## config.mk

```make
export PLATFORM = sky130hd
export DESIGN_NAME = board_io_cond
export DESIGN_NICKNAME = d
export VERILOG_FILES = /design/src/rtl/board_io_cond.sv
export SDC_FILE = /design/constraint.sdc
export NUM_CORES = 1
export LEC_CHECK = 0
export ABC_AREA = 1
export BUFFER_PORTS_ARGS = -buffer_cell sky130_fd_sc_hd__buf_2
export CAP_MARGIN = 20
export CORE_MARGIN = 5
export CORE_UTILIZATION = 45
export DETAILED_ROUTE_END_ITERATION = 10
export PLACE_DENSITY = 0.66
export REMOVE_ABC_BUFFERS = 1
export SLEW_MARGIN = 20
export SYNTH_ARGS = -nofsm -noshare
export SYNTH_HDL_FRONTEND = slang
export SYNTH_SLANG_ARGS = --single-unit
```

## constraint.sdc

```tcl
create_clock -name clk_i -period 1.6 [get_ports clk_i]
set_input_delay 0.48 -clock clk_i [delete_from_list [all_inputs] [get_ports clk_i]]
set_output_delay 0.48 -clock clk_i [all_outputs]
set_load 0.1 [all_outputs]
```

## src/rtl/board_io_cond.sv

```systemverilog
// Board I/O conditioning: SoC reset sequencer, input synchronise/debounce, edge pulses.
// Optional edge interrupt enabled by defining BOARD_IO_EDGE_IRQ_EN.
module board_io_cond #(
  parameter int NUM_IN       = 16,
  parameter int TICK_DIV     = 100000,
  parameter int STABLE_TICKS = 10,
  parameter int RST_HOLD     = 16,
  parameter bit INIT_LEVEL   = 1'b0
) (
  input  logic              clk_i,
  input  logic              arst_n_i,
  input  logic              pll_locked_i,
  input  logic [NUM_IN-1:0] raw_i,
  input  logic [NUM_IN-1:0] irq_clr_i,
  output logic              sys_rst_o,
  output logic [NUM_IN-1:0] level_o,
  output logic [NUM_IN-1:0] rise_o,
  output logic [NUM_IN-1:0] fall_o,
  output logic              irq_o
);

  localparam int HOLD_W = $clog2(RST_HOLD + 1);
  localparam int PRE_W  = (TICK_DIV > 1) ? $clog2(TICK_DIV) : 1;
  localparam int CNT_W  = $clog2(STABLE_TICKS + 1);

  localparam logic [HOLD_W-1:0] HOLD_MAX = HOLD_W'(RST_HOLD);
  localparam logic [PRE_W-1:0]  PRE_LAST = PRE_W'(TICK_DIV - 1);
  localparam logic [CNT_W-1:0]  CNT_LAST = CNT_W'(STABLE_TICKS - 1);

  // ---------------------------------------------------------------------------
  // Reset sequencer
  // ---------------------------------------------------------------------------
  logic              lock_meta;
  logic              lock_s;
  logic [HOLD_W-1:0] hold_cnt;

  // NOTE: all state uses non-blocking assignments so every register samples
  // pre-edge values regardless of statement order.
  always_ff @(posedge clk_i or negedge arst_n_i) begin
    if (!arst_n_i) begin
      lock_meta <= 1'b0;
      lock_s    <= 1'b0;
      hold_cnt  <= '0;
      sys_rst_o <= 1'b1;
    end else begin
      lock_meta <= pll_locked_i;
      lock_s    <= lock_meta;
      if (!lock_s) begin
        hold_cnt  <= '0;
        sys_rst_o <= 1'b1;
      end else if (hold_cnt != HOLD_MAX) begin
        hold_cnt <= hold_cnt + 1'b1;
        if (hold_cnt == HOLD_MAX - 1'b1) sys_rst_o <= 1'b0;
      end
    end
  end

  // ---------------------------------------------------------------------------
  // Shared debounce sample prescaler
  // ---------------------------------------------------------------------------
  logic [PRE_W-1:0] pre_cnt;
  logic             tick;

  assign tick = (pre_cnt == PRE_LAST);

  always_ff @(posedge clk_i or negedge arst_n_i) begin
    if (!arst_n_i)  pre_cnt <= '0;
    else if (tick)  pre_cnt <= '0;
    else            pre_cnt <= pre_cnt + 1'b1;
  end

  // ---------------------------------------------------------------------------
  // Input synchroniser and per-channel debounce
  // ---------------------------------------------------------------------------
  logic [NUM_IN-1:0] raw_meta;
  logic [NUM_IN-1:0] raw_s;
  logic [CNT_W-1:0]  cnt [NUM_IN];

  // Synchroniser resets to the idle level so release never looks like an edge.
  always_ff @(posedge clk_i or negedge arst_n_i) begin
    if (!arst_n_i) begin
      raw_meta <= {NUM_IN{INIT_LEVEL}};
      raw_s    <= {NUM_IN{INIT_LEVEL}};
    end else begin
      raw_meta <= raw_i;
      raw_s    <= raw_meta;
    end
  end

  // NOTE: the counter array is small and must start from zero after every
  // reset, so it is reset element by element rather than left as RAM.
  always_ff @(posedge clk_i or negedge arst_n_i) begin
    if (!arst_n_i) begin
      for (int i = 0; i < NUM_IN; i++) cnt[i] <= '0;
      level_o <= {NUM_IN{INIT_LEVEL}};
      rise_o  <= '0;
      fall_o  <= '0;
    end else begin
      rise_o <= '0;
      fall_o <= '0;
      for (int i = 0; i < NUM_IN; i++) begin
        if (raw_s[i] == level_o[i]) begin
          cnt[i] <= '0;
        end else if (tick) begin
          if (cnt[i] == CNT_LAST) begin
            cnt[i]     <= '0;
            level_o[i] <= raw_s[i];
            rise_o[i]  <= raw_s[i];
            fall_o[i]  <= ~raw_s[i];
          end else begin
            cnt[i] <= cnt[i] + 1'b1;
          end
        end
      end
    end
  end

  // ---------------------------------------------------------------------------
  // Edge interrupt
  // ---------------------------------------------------------------------------
`ifdef BOARD_IO_EDGE_IRQ_EN
  logic [NUM_IN-1:0] pending;

  // A new edge in the same cycle as its clear keeps the flag set.
  always_ff @(posedge clk_i or negedge arst_n_i) begin
    if (!arst_n_i) pending <= '0;
    else           pending <= (pending & ~irq_clr_i) | rise_o | fall_o;
  end

  assign irq_o = |pending;
`else
  logic unused_irq_clr;

  assign unused_irq_clr = ^irq_clr_i;
  assign irq_o          = 1'b0;
`endif

endmodule
```

Word-level counts from Yosys, hierarchy flattened
Index checks and enable logic that the tools add are counted.
{"block": "word_totals", "register_bits": 169, "latchBits": 0, "mem_bits_rw": 0, "mem_bits_ro": 0, "inputBits": 35, "out_inout_bits": 50, "wordCells": 311, "n_memories": 0}
{"block": "classes", "addsub": 18, "multipliers": 0, "div_mod_pow": 0, "n_lt_le_gt_ge": 0, "n_eq_ne": 37, "n_shift": 0, "n_mux": 150, "bitwise_logic": 32, "n_reduce_logical": 33}
{"operator": "2-to-1 mux 4 bit", "count": 48}
{"operator": "2-to-1 mux 1 bit", "count": 99}
{"operator": "adder 4 x 1 -> 4 bit, second input constant", "count": 16}
{"operator": "equality test 4 bit, second input constant", "count": 16}
{"operator": "AND reduction 3 bit", "count": 16}
{"operator": "inverter 1 bit", "count": 32}
{"operator": "nonzero test 2 bit", "count": 16}
{"operator": "adder 17 x 1 -> 17 bit, second input constant", "count": 1}
{"operator": "equality test 17 bit, second input constant", "count": 1}
{"operator": "2-to-1 mux 17 bit", "count": 1}
{"operator": "equality test 1 bit", "count": 16}
{"operator": "2-to-1 mux 5 bit", "count": 2}
{"operator": "adder 5 x 1 -> 5 bit, second input constant", "count": 1}
{"operator": "equality test 5 x 4 -> 1 bit, second input constant", "count": 1}
{"operator": "!= test 5 bit, second input constant", "count": 1}
{"operator": "!= test 2 x 1 -> 1 bit, second input constant", "count": 2}
{"operator": "AND reduction 2 bit", "count": 1}

Logic depth before layout (Yosys ltp)
Gate-level depths: netlist of the first run.
{"block": "logic_depth", "word_depth": 4, "mapped_depth": 10, "ltp_nobuf": 9}

Worst setup path after synthesis of the first run
OpenSTA, ideal clock, no wires.
{"block": "synth_path", "path_kind": "register to register", "from": "register level_o[13]", "to": "register cnt[11] (netlist name)", "setup_time_ps": 66, "arrival_ps": 1699, "required_ps": 1534, "slack_ps": -165, "stages_incl_launch_ff": 6, "n_path_buf": 0, "synth_period_minus_slack_ps": 1765, "cell_sequence": "dfrtp_1 xor2_1 inv_1 nor2_1 nand2_1 nand2_1"}
{"block": "synth_via", "elab_chain_cells": 2, "elab_cells_between_ends": 3, "classes_between": "eq/ne: 1; mux: 1; reduce/logical: 1"}
{"item": "from (decl)", "line": "16", "text": "output logic [NUM_IN-1:0] level_o,"}
{"item": "from (signal assigned)", "line": "95", "text": "level_o <= {NUM_IN{INIT_LEVEL}};"}
{"item": "from (signal, indexed assignment)", "line": "107", "text": "level_o[i] <= raw_s[i];"}
{"item": "equality test 1 bit (*)", "line": "102", "text": "if (raw_s[i] == level_o[i]) begin"}
{"item": "2-to-1 mux 4 bit or nonzero test 2 bit (tied branches)"}
{"item": "to (signal, indexed assignment)", "line": "111", "text": "cnt[i] <= cnt[i] + 1'b1;"}
{"item": "to (decl)", "line": "77", "text": "logic [CNT_W-1:0] cnt [NUM_IN];"}
Mark *: on every way between the ends. The rest lies on a longest branch, timed or not.
A chain may end at the register's enable or synchronous reset.

Worst setup path after layout of the first run
{"block": "layout_path", "from": "register sys_rst_o", "to": "output port sys_rst_o"}
{"item": "from (decl)", "line": "15", "text": "output logic sys_rst_o,"}
{"item": "from (signal assigned)", "line": "44", "text": "sys_rst_o <= 1'b1;"}
{"item": "from (signal assigned)", "line": "50", "text": "sys_rst_o <= 1'b1;"}
{"item": "from (signal assigned)", "line": "53", "text": "if (hold_cnt == HOLD_MAX - 1'b1) sys_rst_o <= 1'b0;"}
No word-level cell between the ends.

==> results of run 1 <==
==> cell usage in the layout, fill, tap and decap left out, types with 2 or more instances in the layout <==
cell type	netlist	final
o21ai_0	6	6
nand2_4	0	2
nor3_1	5	5
buf_6	3	9
ha_1	36	35
clkinv_2	0	3
bufinv_16	0	2
nand3_2	3	2
xor2_1	37	37
nor2_4	7	32
nand4_1	27	27
nor3_4	0	2
nor2_2	0	8
buf_2	3	17
inv_6	0	3
clkinvlp_4	0	2
buf_12	0	27
nand3_4	0	2
nor2_8	2	2
nand3_1	37	36
a21oi_1	36	36
clkbuf_16	0	21
clkbuf_1	0	4
nor2_1	178	145
nand2_2	2	7
dfrtp_2	0	6
dfrtp_1	168	162
inv_1	106	106
nand4_2	10	10
buf_4	2	63
nand2_1	250	243
==> kinds of logic (layout without fill, tap and decap cells) <==
logic type | count (synthesis) | after routing | synth area share [%]
compound gates | 42 | 42 | 2.62
xor+xnor | 38 | 38 | 4.15
fa+ha+maj | 36 | 36 | 5.62
buf+inv | 117 | 263 | 6.04
flops | 169 | 169 | 52.8
other cells | 1 | 1 | 0.0468
simple gates | 524 | 524 | 28.7
==> state kept, by name, indices dropped and copies added, names as in the netlist <==
signal     cells
rise_o        16
lock_s         1
raw_meta      16
sys_rst_o      1
level_o       16
lock_meta      1
raw_s         16
hold_cnt       5
cnt           64
fall_o        16
pre_cnt       17
==> per-layer routing <==
| metal | vias to the layer above | GRT usage, % | part of all wire [%] |
|---|---|---|---|
| li1 | 3159 | - | - |
| met1 | 2902 | 21.7 | 45 |
| met2 | 99 | 26.6 | 49 |
| met3 | 19 | 4.86 | 4.5 |
| met4 | 0 | 4.56 | 1.2 |
| met5 | - | 0 | 0 |
==> area by class of cell <==
type	instances	area share, %
flip-flops and latches	169	40.6
multi-input cells	641	34.3
repair buffers	123	13.0
clock buffers	22	4.35
inverters	108	3.98
well taps	225	2.70
clock inverters	10	1.12
==> stage by stage <==
stage               hold slack [ns]  setup TNS, ns  cells
global placement              0.332         -0.110   1248
global route                  0.126          -4.65   1298
finish                        0.154        -0.0426   1298
CTS                           0.136        -0.0586   1281
detailed placement            0.335          -1.30   1248
floorplan                     0.184         -44.63    918
==> worst min-delay path by stage <==
stage	slack (ns)	cells after the start	endpoint
after floorplan	0.18	0	cnt[0]
after global placement	0.33	0	raw_s[0]
after detailed placement	0.33	0	lock_s
after CTS	0.14	1	raw_meta[11]
after global routing	0.13	1	raw_meta[10]
final	0.15	1	lock_meta
==> power breakdown <==
| group | total, mW | switching (mW) | internal, mW |
|---|---|---|---|
| sequential | 4.36 | 0.0393 | 4.32 |
| combinational | 0.289 | 0.194 | 0.0944 |
| clock | 4.01 | 1.67 | 2.35 |
| total | 8.66 | 1.90 | 6.76 |
==> what timing repair did <==
action,in CTS,in global routing
pin swaps,0,16
endpoints found under the setup margin,83,90
hold endpoints to repair,19,0
resized for setup,50,74
hold buffers,1,0
cloned,0,6
buffers inserted,0,12
==> flow_metrics.env, run 1 <==
export IMPL_dpl_worst_slack_ns=-0.0760
export IMPL_fin_nets=1131
export IMPL_grt_max_degree=34
export IMPL_cts_made_buffers=17
export IMPL_rsz0062_at_grt="yes"
export IMPL_postLayoutCoreUtil_pct=60.1
export IMPL_die_w_um=143
export IMPL_end_kind="primary output"
export IMPL_drt_wl_total_um=16800
export IMPL_drt_first_iter_violations=293
export IMPL_design_core_area_sq_mm=0.0174
export IMPL_required_ns=1.12
export IMPL_num_rows=48
export IMPL_dr_pass1_iters=5
export IMPL_worst_slack_ns=-0.0386
export IMPL_die_h_um=143
export IMPL_finalPower_mw=8.66
export IMPL_cts_sink_count=169
export IMPL_syn_area_sq_mm=0.00801
export IMPL_crit_cells=1
export IMPL_async_reset_ff_share_pct=100
export IMPL_clock_fmax_mhz=610
export IMPL_hp_class="input pin to flop"
export IMPL_ant_nets=0
export IMPL_r2r_setup_slack_ns=0
export IMPL_path_cells="buf_12"
export IMPL_ys_warn_count=0
export IMPL_endpoint="sys_rst_o"
export IMPL_placed_area_sq_mm=0.00924
export IMPL_avgRoutedWirePerCell_um=12.9
export IMPL_fin_crit_sh_pct=102
export IMPL_n_antenna_cell=0
export IMPL_cts_root_buf="clkbuf_16"
export IMPL_regArea_sq_mm=0.00424
export IMPL_yosysSeqAreaShare_pct=52.8
export IMPL_synthFlopType="dfrtp_1"
export IMPL_drc=0
export IMPL_critPathLaunchType="flop"
export IMPL_timing_final_crit_period_ns=1.64
export IMPL_fin_area_sq_mm=0.0104
export IMPL_synthCells=927
export IMPL_layout_drive_gt1_share_pct=21.2
export IMPL_place_congestion=0.826
export IMPL_antenna_found_initial=0
export IMPL_h_tree_depth=4
export IMPL_cp_top_family="flip-flops"
export IMPL_status="finished, violations left"
export IMPL_track_usage_pct=16.4
export IMPL_violations="setup timing"
export IMPL_crit_start="sys_rst_o"
export IMPL_portBuffers=67
export IMPL_synth_edf_count=0
export IMPL_worst_path_buf_inv=1
export IMPL_clk_path_buf_depth=2
export IMPL_hpwl_um=11000
export IMPL_synth_commonest_cells="250 x nand2_1, 178 x nor2_1, 168 x dfrtp_1"
export IMPL_synth_top_area_share_pct=52.5
export IMPL_r2r_start="pre_cnt[9]"
export IMPL_grt_pass1_vias=5837
export IMPL_worst_ep_arrival_time_ns=1.16
export IMPL_dieArea_sq_mm=0.0206
export IMPL_hold_viol_final=0
export IMPL_drv_cap=0
export IMPL_drv_slew=0
export IMPL_grt_pass1_wl_um=27100
export IMPL_finClkSkew_ns=0.0107
export IMPL_ys_seq_elements=169
export IMPL_cellPowerDensity_mw_per_mm2=830
export IMPL_p_leak_nw=5.55
export IMPL_grt_overflow_total=0
export IMPL_io_pins=85
export IMPL_vias_per_cell=4.76
export IMPL_yosysMostFrequentCell="nand2_1"
export IMPL_via_count=6179
export IMPL_cts_clk_slew_worst_paths_ns=0.06
export IMPL_fillers=1444
export IMPL_syn_area_per_cell_sq_um=8.64
export IMPL_r2r_end="cnt[9]"
export IMPL_start_util_pct=46.2
export IMPL_hp_start="pll_locked_i"
export IMPL_synth_distinct_cells=26
export IMPL_finalSetupViolCount=2
export IMPL_vdd_drop_max_v=0.000756
export IMPL_yosys_top_cells_area="dfrtp_1 52%, nand2_1 12%, nor2_1 8.3%"
export IMPL_multiInputGateArea_sq_mm=0.00358
export IMPL_rr_worst_depth=10
export IMPL_cts_tree="built"
export IMPL_critPathMaxFanout=2
export IMPL_critPathMaxStageDelay_ns=0.56
export IMPL_slowest_stage="dfstp_2"
export IMPL_yosysTopAreaCell="dfrtp_1"
export IMPL_syn_to_final_growth_pct=30.3
export IMPL_clk_latency_ns=0.43
export IMPL_critPathKind="flop to primary output"
Power figures use the tool's default switching activity.
==> run 2: changes to the inputs <==
Settings changed: CORE_MARGIN 5 to 3, SKIP_CTS_REPAIR_TIMING set to 1.
==> run 2 against run 1 <==
  * The flow still finishes with violations (setup timing)
  * Fmax is 0.98% higher
  * Via count up 0.28%
  * Core utilization hardly changed
  * Sequential power hardly changed
  * Die area is 5.5% lower
  * Non-clock buffer count is 7 higher
  * Routed wire length is 2.4% lower
  * Sequential share of layout area shrank 0.067 points
  * Critical endpoint unchanged
==> flow_metrics.env, run 2 (synthesized netlist as in run 1, its figures left out) <==
export IMPL_grt_pass1_wl_um=27300
export IMPL_fin_nets=1138
export IMPL_required_ns=1.12
export IMPL_reg_top3="cnt (64), pre_cnt (17)"
export IMPL_drv_cap=0
export IMPL_path_cells="buf_12"
export IMPL_critPathKind="flop to primary output"
export IMPL_ant_nets=0
export IMPL_track_usage_pct=17.1
export IMPL_place_congestion=0.895
export IMPL_violations="setup timing"
export IMPL_n_antenna_cell=0
export IMPL_clk_latency_ns=0.42
export IMPL_setup_tns_ns=-0.0288
export IMPL_p_leak_nw=5.58
export IMPL_fin_area_sq_mm=0.0104
export IMPL_grt_max_degree=37
export IMPL_finClkSkew_ns=0.00870
export IMPL_fin_crit_sh_pct=101
export IMPL_cts_made_buffers=17
export IMPL_instances_no_fill=1303
export IMPL_vias_per_cell=4.76
export IMPL_dp_cells=1254
export IMPL_timing_final_crit_period_ns=1.62
export IMPL_avgRoutedWirePerCell_um=12.6
export IMPL_worst_ep_arrival_time_ns=1.14
export IMPL_cellPowerDensity_mw_per_mm2=838
export IMPL_worst_slack_ns=-0.0226
export IMPL_regArea_sq_mm=0.00423
export IMPL_hold_viol_final=0
export IMPL_dieArea_sq_mm=0.0194
export IMPL_end_kind="primary output"
export IMPL_critPathMaxFanout=2
export IMPL_cts_tree="built"
export IMPL_drt_first_iter_violations=316
export IMPL_layout_drive_gt1_share_pct=21.2
export IMPL_dr_pass1_iters=5
export IMPL_design_core_area_sq_mm=0.0174
export IMPL_grt_overflow_total=0
export IMPL_num_rows=48
export IMPL_io_pins=85
export IMPL_placed_area_sq_mm=0.00924
export IMPL_antenna_found_initial=0
export IMPL_dpl_worst_slack_ns=-0.0786
export IMPL_final_common_cell="nand2_1"
export IMPL_die_h_um=139
export IMPL_fillers=1458
export IMPL_drt_wl_total_um=16400
export IMPL_h_tree_depth=4
export IMPL_critPathLaunchType="flop"
export IMPL_portBuffers=67
export IMPL_start_util_pct=46.2
export IMPL_mostFrequentLayoutCells="244 x nand2_1, 166 x dfrtp_1, 145 x nor2_1, 104 x inv_1"
export IMPL_via_count=6196
export IMPL_grt_pass1_vias=5928
export IMPL_finalPower_mw=8.74
export IMPL_largest_register="cnt"
export IMPL_slowest_stage="dfstp_2"
export IMPL_drv_slew=0
export IMPL_hp_class="input pin to flop"
export IMPL_status="finished, violations left"
export IMPL_hpwl_um=11300
export IMPL_clock_fmax_mhz=616
export IMPL_vdd_drop_max_v=0.000668
export IMPL_postLayoutCoreUtil_pct=60.1
export IMPL_critPathMaxStageDelay_ns=0.56
export IMPL_die_w_um=139
export IMPL_rsz0062_at_grt="yes"
export IMPL_clk_path_buf_depth=2
export IMPL_fin_hold_ws_ns=0.164
export IMPL_cts_clk_slew_worst_paths_ns=0.06
export IMPL_multiInputGateArea_sq_mm=0.00357
export IMPL_syn_to_final_growth_pct=30.3
export IMPL_cts_sink_count=169
export IMPL_cp_top_family="flip-flops"
export IMPL_worst_path_buf_inv=1
export IMPL_largest_reg_flops=64
export IMPL_cts_root_buf="clkbuf_16"
export IMPL_drc=0
export IMPL_finalSetupViolCount=3
==> run 2: cell types whose count changed in the layout (fill, tap and decap cells not counted), moves of 5 or more <==
cell,previous run,this run
buf_4,63,37
nand4_4,0,5
clkbuf_4,0,30
nor2_4,32,24
nand4_2,10,5
buf_6,9,14
nor2_2,8,16
==> run 2: area by class of cell <==
| cell class | count | share of cell area, % |
|---|---|---|
| clock inverters | 7 | 1.13 |
| well taps | 225 | 2.70 |
| clock buffers | 23 | 4.39 |
| multi-input cells | 641 | 34.2 |
| repair buffers | 130 | 13.1 |
| flip-flops and latches | 169 | 40.5 |
| inverters | 108 | 3.95 |
==> run 2: routing by layer <==
layer,up-vias,global-route usage [%],part of all wire [%]
li1,3168,-,-
met2,80,28.2,49
met3,9,3.92,3.9
met4,0,5.05,0.94
met1,2939,22.9,46
met5,-,0,0
==> run 2: worst reg2reg max path: cells and delay by family (launching register included) <==
kind | cells | cell delay [ns]
flip-flops | 1 | 0.39
adder cells (fa/ha/maj) | 1 | 0.17
buffers and inverters | 2 | 0.30
AND/OR/NAND/NOR | 6 | 0.68
==> run 2: where the power goes <==
group          internal (mW)  switching, mW  leakage, nW
logic                 0.0891          0.194         3.04
clock network           2.49           1.61        0.281
registers               4.32         0.0410         2.26
total                   6.90           1.85         5.58
==> run 2: final timing paths <==
check / start / to / slack [ns] / depth (start not counted)
max: sys_rst_o / sys_rst_o / -0.02 / 1
min: raw_i[8] / raw_meta[8] / 0.16 / 1
max reg2reg: pre_cnt[1] / cnt[52] / -0.01 / 9
min reg2reg: raw_meta[6] / raw_s[6] / 0.35 / 0
max in group asynchronous: arst_n_i / level_o[7] / 0.53 / 3
min in group asynchronous: arst_n_i / level_o[13] / 0.54 / 2
